[src/rtl/nfa_pkg.sv]
// Shared definitions for the NFA engine: memory geometry, the memory word type
// and the memory-loader state encoding.
package nfa_pkg;

    localparam int IN_W      = 64;
    localparam int MEM_W     = 201;
    localparam int BEATS     = (MEM_W + IN_W - 1) / IN_W;
    localparam int MAX_WORDS = 1024;

    typedef logic [MEM_W-1:0] mem_word_t;

    typedef enum logic [1:0] {
        LDR_IDLE = 2'd0,
        LDR_LOAD = 2'd1,
        LDR_DONE = 2'd2,
        LDR_ERR  = 2'd3
    } ldr_state_t;

endpackage

[src/rtl/nfa_mem_loader.sv]
// Packs a 64-bit host stream into engine memory words and strobes each completed
// word onto the engine's memory-load port. Flags truncated images and overflow.
module nfa_mem_loader #(
    parameter int IN_W      = nfa_pkg::IN_W,
    parameter int MEM_W     = nfa_pkg::MEM_W,
    parameter int BEATS     = nfa_pkg::BEATS,
    parameter int MAX_WORDS = nfa_pkg::MAX_WORDS
) (
    input  logic                               clk_i,
    input  logic                               rst_i,
    input  logic                               start_i,
    input  logic [IN_W-1:0]                    s_data_i,
    input  logic                               s_valid_i,
    input  logic                               s_last_i,
    output logic                               s_ready_o,
    output logic [MEM_W-1:0]                   mem_o,
    output logic                               mem_en_o,
    output logic [$clog2(MAX_WORDS+1)-1:0]     words_o,
    output logic                               busy_o,
    output logic                               done_o,
    output logic                               err_o
);
    import nfa_pkg::*;

    localparam int CNT_W = $clog2(MAX_WORDS + 1);
    localparam int IDX_W = (BEATS > 1) ? $clog2(BEATS) : 1;
    localparam int ASM_W = BEATS * IN_W;
    localparam int ASM_N = (BEATS > 1) ? BEATS - 1 : 1;
    localparam logic [IDX_W-1:0] LAST_IDX = IDX_W'(BEATS - 1);
    localparam logic [CNT_W-1:0] MAX_CNT  = CNT_W'(MAX_WORDS);

    ldr_state_t         r_state;
    ldr_state_t         w_state_next;
    logic [IDX_W-1:0]   r_beat_idx;
    logic [IN_W-1:0]    r_asm [ASM_N];
    logic [ASM_W-1:0]   w_word;
    logic [MEM_W-1:0]   r_mem;
    logic               r_mem_en;
    logic [CNT_W-1:0]   r_words;
    logic               w_load;
    logic               w_accept;
    logic               w_last_beat;
    logic               w_full;
    logic               w_start;

    assign w_load      = (r_state == LDR_LOAD);
    assign w_accept    = w_load && s_valid_i;
    assign w_last_beat = (r_beat_idx == LAST_IDX);
    assign w_full      = (r_words == MAX_CNT);
    assign w_start     = start_i && !w_load;

    // The final beat bypasses the assembly register so the word can be
    // registered on the same edge that accepts it.
    generate
        for (genvar gi = 0; gi < BEATS; gi++) begin : g_slot
            if (gi == BEATS - 1) begin : g_tail
                assign w_word[gi*IN_W +: IN_W] = s_data_i;
            end else begin : g_held
                assign w_word[gi*IN_W +: IN_W] = r_asm[gi];
            end
        end
        if (ASM_W > MEM_W) begin : g_pad
            logic w_unused_pad;
            assign w_unused_pad = ^w_word[ASM_W-1:MEM_W];
        end
        if (BEATS == 1) begin : g_no_asm
            logic w_unused_asm;
            assign w_unused_asm = ^r_asm[0];
        end
    endgenerate

    always_ff @(posedge clk_i) begin
        if (!rst_i) begin
            r_state <= LDR_IDLE;
        end else begin
            r_state <= w_state_next;
        end
    end

    always_comb begin
        w_state_next = r_state;
        case (r_state)
            LDR_IDLE, LDR_DONE, LDR_ERR: begin
                if (start_i) begin
                    w_state_next = LDR_LOAD;
                end
            end
            LDR_LOAD: begin
                if (w_accept) begin
                    if (w_last_beat) begin
                        // Overflow wins over a clean end-of-image on the same word.
                        if (w_full) begin
                            w_state_next = LDR_ERR;
                        end else if (s_last_i) begin
                            w_state_next = LDR_DONE;
                        end
                    end else if (s_last_i) begin
                        w_state_next = LDR_ERR;
                    end
                end
            end
            default: w_state_next = LDR_IDLE;
        endcase
    end

    always_ff @(posedge clk_i) begin
        if (!rst_i) begin
            r_beat_idx <= '0;
            r_mem      <= '0;
            r_mem_en   <= 1'b0;
            r_words    <= '0;
            for (int i = 0; i < ASM_N; i++) begin
                r_asm[i] <= '0;
            end
        end else begin
            r_mem_en <= 1'b0;
            if (w_start) begin
                r_beat_idx <= '0;
                r_words    <= '0;
                for (int i = 0; i < ASM_N; i++) begin
                    r_asm[i] <= '0;
                end
            end else if (w_accept) begin
                if (w_last_beat) begin
                    r_beat_idx <= '0;
                    if (!w_full) begin
                        r_mem    <= w_word[MEM_W-1:0];
                        r_mem_en <= 1'b1;
                        r_words  <= r_words + 1'b1;
                    end
                end else begin
                    r_asm[r_beat_idx] <= s_data_i;
                    r_beat_idx        <= r_beat_idx + 1'b1;
                end
            end
        end
    end

    assign s_ready_o = w_load;
    assign busy_o    = w_load;
    assign done_o    = (r_state == LDR_DONE);
    assign err_o     = (r_state == LDR_ERR);
    assign mem_o     = r_mem;
    assign mem_en_o  = r_mem_en;
    assign words_o   = r_words;

endmodule

[config.mk]
export PLATFORM = sky130hd
export DESIGN_NAME = nfa_mem_loader
export DESIGN_NICKNAME = d
export VERILOG_FILES = /design/src/rtl/nfa_pkg.sv /design/src/rtl/nfa_mem_loader.sv
export SDC_FILE = /design/constraint.sdc
export NUM_CORES = 1
export LEC_CHECK = 0
export ABC_AREA = 1
export CAP_MARGIN = 15
export CORE_ASPECT_RATIO = 1.75
export CORE_MARGIN = 3
export CORE_UTILIZATION = 52
export DETAILED_ROUTE_END_ITERATION = 12
export PLACE_DENSITY = 0.8
export SYNTH_ARGS = -nofsm -noshare
export SYNTH_HDL_FRONTEND = slang
export SYNTH_SLANG_ARGS = --single-unit
[constraint.sdc]
create_clock -name clk_i -period 4.3 [get_ports clk_i]
set_clock_uncertainty 0.05 [all_clocks]
set_input_delay 0.86 -clock clk_i [delete_from_list [all_inputs] [get_ports clk_i]]
set_output_delay 0.86 -clock clk_i [all_outputs]
set_load 0.05 [all_outputs]
==> impl_metrics.csv, run 1 <==
group,metric,value,unit
global_routing,grt_usage,0.240,
timing,min_period,2.88,ns
clocking,cts_root_buf,"clkbuf_16",
placement,dpl_worst_slack,1.18,ns
finish,final_core_util,0.679,
clocking,clockBufferDepth,3,
yosys,synth-seq-cells,409,
critical_path,r2r_end,"mem_o[120]",
timing,min_period_over_period,0.669,
clocking,cts_sinks,409,
finish,antenna_cells,0,
yosys,yosys_warnings,0,
worst_hold_path,hold_class,"reg -> reg",
yosys,synth_top_area_cell,"edfxtp_1",
detailed_routing,drc,0,
critical_path,worst_ep_arrival_time,1.97,ns
timing,setup_tns,0,ns
timing,finalSetupViolations,0,
timing,hold_viol,0,
flow_run,maxCapViolations,0,
finish,n_fill_cell,2117,
clocking,holdBufCountCts,0,
clocking,cts_made_buffers,36,
timing,worst_slack,1.42,ns
detailed_routing,first_pass_iters,5,
power,p_per_area,414,mW/mm^2
power,leakage,6.98,nW
yosys,synth_area_leaders,"edfxtp_1, dfxtp_1, nand2_1",
die,io_pins,286,
clocking,cts_resized,0,
detailed_routing,wirelength,38000,um
detailed_routing,vias,11139,
critical_path,crit_required,3.39,ns
die,die-width,134,um
yosys,synth_area,0.0148,sq mm
global_routing,grt_max_degree,213,
detailed_routing,wire_per_inst,17.8,um
critical_path,worstPathMaxFanout,4,
critical_path,rr_worst_depth,9,
worst_hold_path,min_from,"mem_o[91]",
finish,drive_gt1_frac,0.0499,
placement,numPortBuffers,285,
run_status,status,"complete, no violations",
timing,fmax,348,MHz
finish,area_growth,28.2,%
timing,rsz0062_at_grt,"false",
timing,slew_violations,0,
worst_hold_path,hold_path_depth,2,
global_routing,grt_pass1_wl,57900,um
detailed_routing,drtAntennaViolNets,0,
critical_path,crit_type,"reg -> out",
clocking,post-cts-setup-buffer-count,0,
yosys,synth_cell_types,27,
global_routing,grt_pass1_vias,10776,
yosys,ys_seq_area_frac,0.682,
finish,mostFrequentLayoutCells,"nand2_1, clkdlybuf4s50_1, dfxtp_1",
timing,slew_headroom,0.284,
yosys,syn-mean-instance-area,9.94,sq um
die,die_h,229,um
critical_path,start_kind,"flop",
finish,nets,1811,
clocking,cts_tree,"done",
die,die_area,0.0306,sq mm
yosys,synth_top_area_share,0.389,
finish,final_common_cell,"nand2_1",
die,core_area,0.0280,sq mm
finish,seq_area,0.0101,sq mm
detailed_routing,initialDrtViolationCount,798,
worst_hold_path,holdPathEnd,"mem_o[91]",
critical_path,r2r-start,"words_o[0]",
die,rows,81,
critical_path,r2r_slack,1.76,ns
clocking,insertion_delay,0.54,ns
yosys,synth_cells,1491,
placement,gp_congestion,0.867,
clocking,clk_pin_slew_worst_paths,0.07,ns
global_routing,antenna_found_initial,0,
power,vdd_drop_max,344,uV
die,initial_core_util,0.530,
clocking,htree_num_levels,2,
critical_path,end_kind,"primary output",
placement,hpwl,24300,um
finish,multi_input_area,0.00383,sq mm
timing,tightest_slew,1.07,ns
yosys,syn-num-nets,1566,
global_routing,overflow,0,
detailed_routing,vias_per_cell,5.21,
[flip-flops by register name, summed over array words and instances, names as in the netlist]
signal      flops
r_state         2
mem_o         201
r_asm         192
r_beat_idx      2
words_o        11
mem_en_o        1
[per-layer routing]
layer / vias up / GRT usage / part of all wire
li1: 5270 / - / -
met1: 5322 / 0.264 / 0.35
met2: 429 / 0.436 / 0.53
met3: 118 / 0.0365 / 0.057
met4: 0 / 0.138 / 0.065
met5: - / 0 / 0
[logic make-up (layout without fill, tap and decap cells)]
family                   Yosys count  after routing  synth area share
flip-flops                       409            409             0.682
XOR/XNOR                           5              5           0.00296
AO/OA/AOI/OAI                    218            218            0.0740
adder cells (fa/ha/maj)            6              6           0.00507
buffers and inverters            178            451            0.0612
AND/OR/NAND/NOR                  675            675             0.174
[worst max-delay path: stages, from the launching register on]
cell             delay [ns]
dfxtp_1                0.31
inv_1                  0.08
nand2_1                0.10
inv_2                  0.12
clkdlybuf4s50_1        0.83
[stage by stage]
stage	total power, mW	hold slack (ns)	instances	cell area (sq um)
CTS	7.90	0.414	2137	19000
finish	7.86	0.412	2137	19000
floorplan	4.49	0.419	1491	14800
global placement	4.64	0.402	2071	17800
global route	8.08	0.428	2137	19000
detailed placement	4.65	0.405	2071	17800
[Yosys cell counts, drive strengths merged]
master,n
a21oi,213
buf,66
clkbuf,27
clkinv,2
dfxtp,217
edfxtp,192
ha,6
inv,83
nand2,458
nand3,6
nand3b,1
nand4,3
nor2,205
nor3,2
o211a,1
o21ai,4
xnor2,1
xor2,4
[power by group]
group          leakage [nW]  internal, mW  switching [mW]
clock                 0.592          1.87            1.43
combinational          2.54        0.0939           0.208
sequential             3.85          4.22          0.0416
[cell type report]
cell class	instances	share of cell area
inverter	85	0.0174
timing repair buffer	300	0.160
clock buffer	43	0.0529
clock inverter	23	0.0109
multi-input combinational	904	0.202
sequential	409	0.532
tap	373	0.0246
[how the worst max path moves through the flow]
stage	endpoint	start	cells past startpoint
after floorplan	r_asm[0][0]	rst_i	6
after global placement	r_asm[0][33]	rst_i	6
after detailed placement	r_asm[0][32]	rst_i	6
after CTS	busy_o	r_state[1]	4
after global routing	s_ready_o	r_state[1]	4
final	s_ready_o	r_state[1]	4
Power figures use the tool's default switching activity.
==> run 2: changes to the inputs <==
- clock period: 4.3 -> 2.9 ns (I/O delays scaled with it)
==> impl_metrics.csv, run 2 (synthesized netlist as in run 1, its figures left out) <==
group,metric,value,unit
detailed_routing,initialDrtViolationCount,699,
detailed_routing,first_pass_iters,5,
clocking,clk_pin_slew_worst_paths,0.07,ns
timing,finalSetupViolations,0,
timing,hold_viol,0,
timing,setup_tns,0,ns
die,core_area,0.0280,sq mm
finish,seq_area,0.0101,sq mm
finish,largest_reg_flops,201,
clocking,cts_root_buf,"clkbuf_16",
placement,numPortBuffers,285,
power,p_per_area,597,mW/mm^2
flow_run,maxCapViolations,0,
clocking,htree_num_levels,2,
detailed_routing,drc,0,
clocking,cts_tree,"done",
global_routing,grt_max_degree,202,
finish,drive_gt1_frac,0.0470,
finish,finalNonFillerCells,2138,
die,die_area,0.0306,sq mm
critical_path,rr_worst_depth,9,
die,initial_core_util,0.530,
clocking,post-cts-setup-buffer-count,0,
finish,area_growth,28.2,%
global_routing,grt_pass1_vias,11092,
critical_path,worstPathMaxFanout,4,
detailed_routing,drtAntennaViolNets,0,
placement,hpwl,24000,um
finish,mostFrequentLayoutCells,"nand2_1, clkdlybuf4s50_1, dfxtp_1",
timing,slew_violations,0,
power,leakage,6.98,nW
timing,rsz0062_at_grt,"false",
power,vdd_drop_max,458,uV
timing,slew_headroom,0.226,
finish,final_core_util,0.679,
power,finalPower,11.3,mW
finish,final_common_cell,"nand2_1",
clocking,cts_sinks,409,
run_status,status,"complete, no violations",
die,die_h,229,um
detailed_routing,wirelength,37300,um
worst_hold_path,hold_path_depth,2,
clocking,clockBufferDepth,3,
worst_hold_path,hold_class,"reg -> reg",
critical_path,crit_type,"reg -> out",
finish,antenna_cells,0,
timing,tightest_slew,1.16,ns
finish,n_fill_cell,2141,
placement,placed_cells,2075,
die,io_pins,286,
placement,gp_congestion,0.831,
timing,min_period_over_period,0.889,
global_routing,antenna_found_initial,0,
finish,nets,1814,
clocking,cts_made_buffers,35,
clocking,holdBufCountCts,0,
critical_path,crit_required,2.27,ns
detailed_routing,wire_per_inst,17.4,um
global_routing,grt_usage,0.241,
timing,min_period,2.58,ns
die,die-width,134,um
critical_path,worst_ep_arrival_time,1.95,ns
detailed_routing,vias,10947,
detailed_routing,vias_per_cell,5.12,
clocking,cts_resized,0,
critical_path,start_kind,"flop",
global_routing,overflow,0,
finish,multi_input_area,0.00383,sq mm
critical_path,end_kind,"primary output",
die,rows,81,
timing,fmax,388,MHz
clocking,insertion_delay,0.52,ns
global_routing,grt_pass1_wl,58900,um
## run 2: worst max-delay path, stage by stage, from the launching register on
cell,delay (ns)
dfxtp_1,0.31
inv_1,0.08
nand2_1,0.09
inv_2,0.11
clkdlybuf4s50_1,0.83
## run 2: routing by layer
| metal | part of all wire | GRT usage |
|---|---|---|
| met1 | 0.35 | 0.262 |
| met2 | 0.53 | 0.440 |
| met3 | 0.057 | 0.0413 |
| met4 | 0.058 | 0.133 |
| met5 | 0 | 0 |
## run 2: path summary, 6_finish.rpt
kind	start	to	slack [ns]
hold reg to reg	mem_o[79]	mem_o[79]	0.41
setup reg to reg	words_o[0]	mem_o[40]	0.70
hold / removal	mem_o[79]	mem_o[79]	0.41
setup / recovery	r_state[1]	s_ready_o	0.32
## run 2: stage by stage
stage | instance area [sq um] | hold slack [ns] | worst slack [ns]
after detailed placement | 17900 | 0.405 | 0.395
after global routing | 19000 | 0.426 | 0.277
final | 19000 | 0.412 | 0.322
after CTS | 19000 | 0.414 | 0.296
after global placement | 17900 | 0.402 | 0.390
after floorplan | 14800 | 0.419 | 0.294
## run 2: layout make-up
cell class                      instances  share of cell area
Sequential cell                       409               0.532
Multi-Input combinational cell        904               0.202
Timing Repair Buffer                  304               0.166
Clock buffer                           49              0.0534
Tap cell                              373              0.0246
Inverter                               85              0.0174
Clock inverter                         14             0.00494
## run 2: power breakdown
group / total [mW] / switching [mW] / internal, mW
clock: 4.55 / 2.01 / 2.54
combinational: 0.452 / 0.306 / 0.147
sequential: 6.32 / 0.0621 / 6.26
total: 11.3 / 2.37 / 8.95
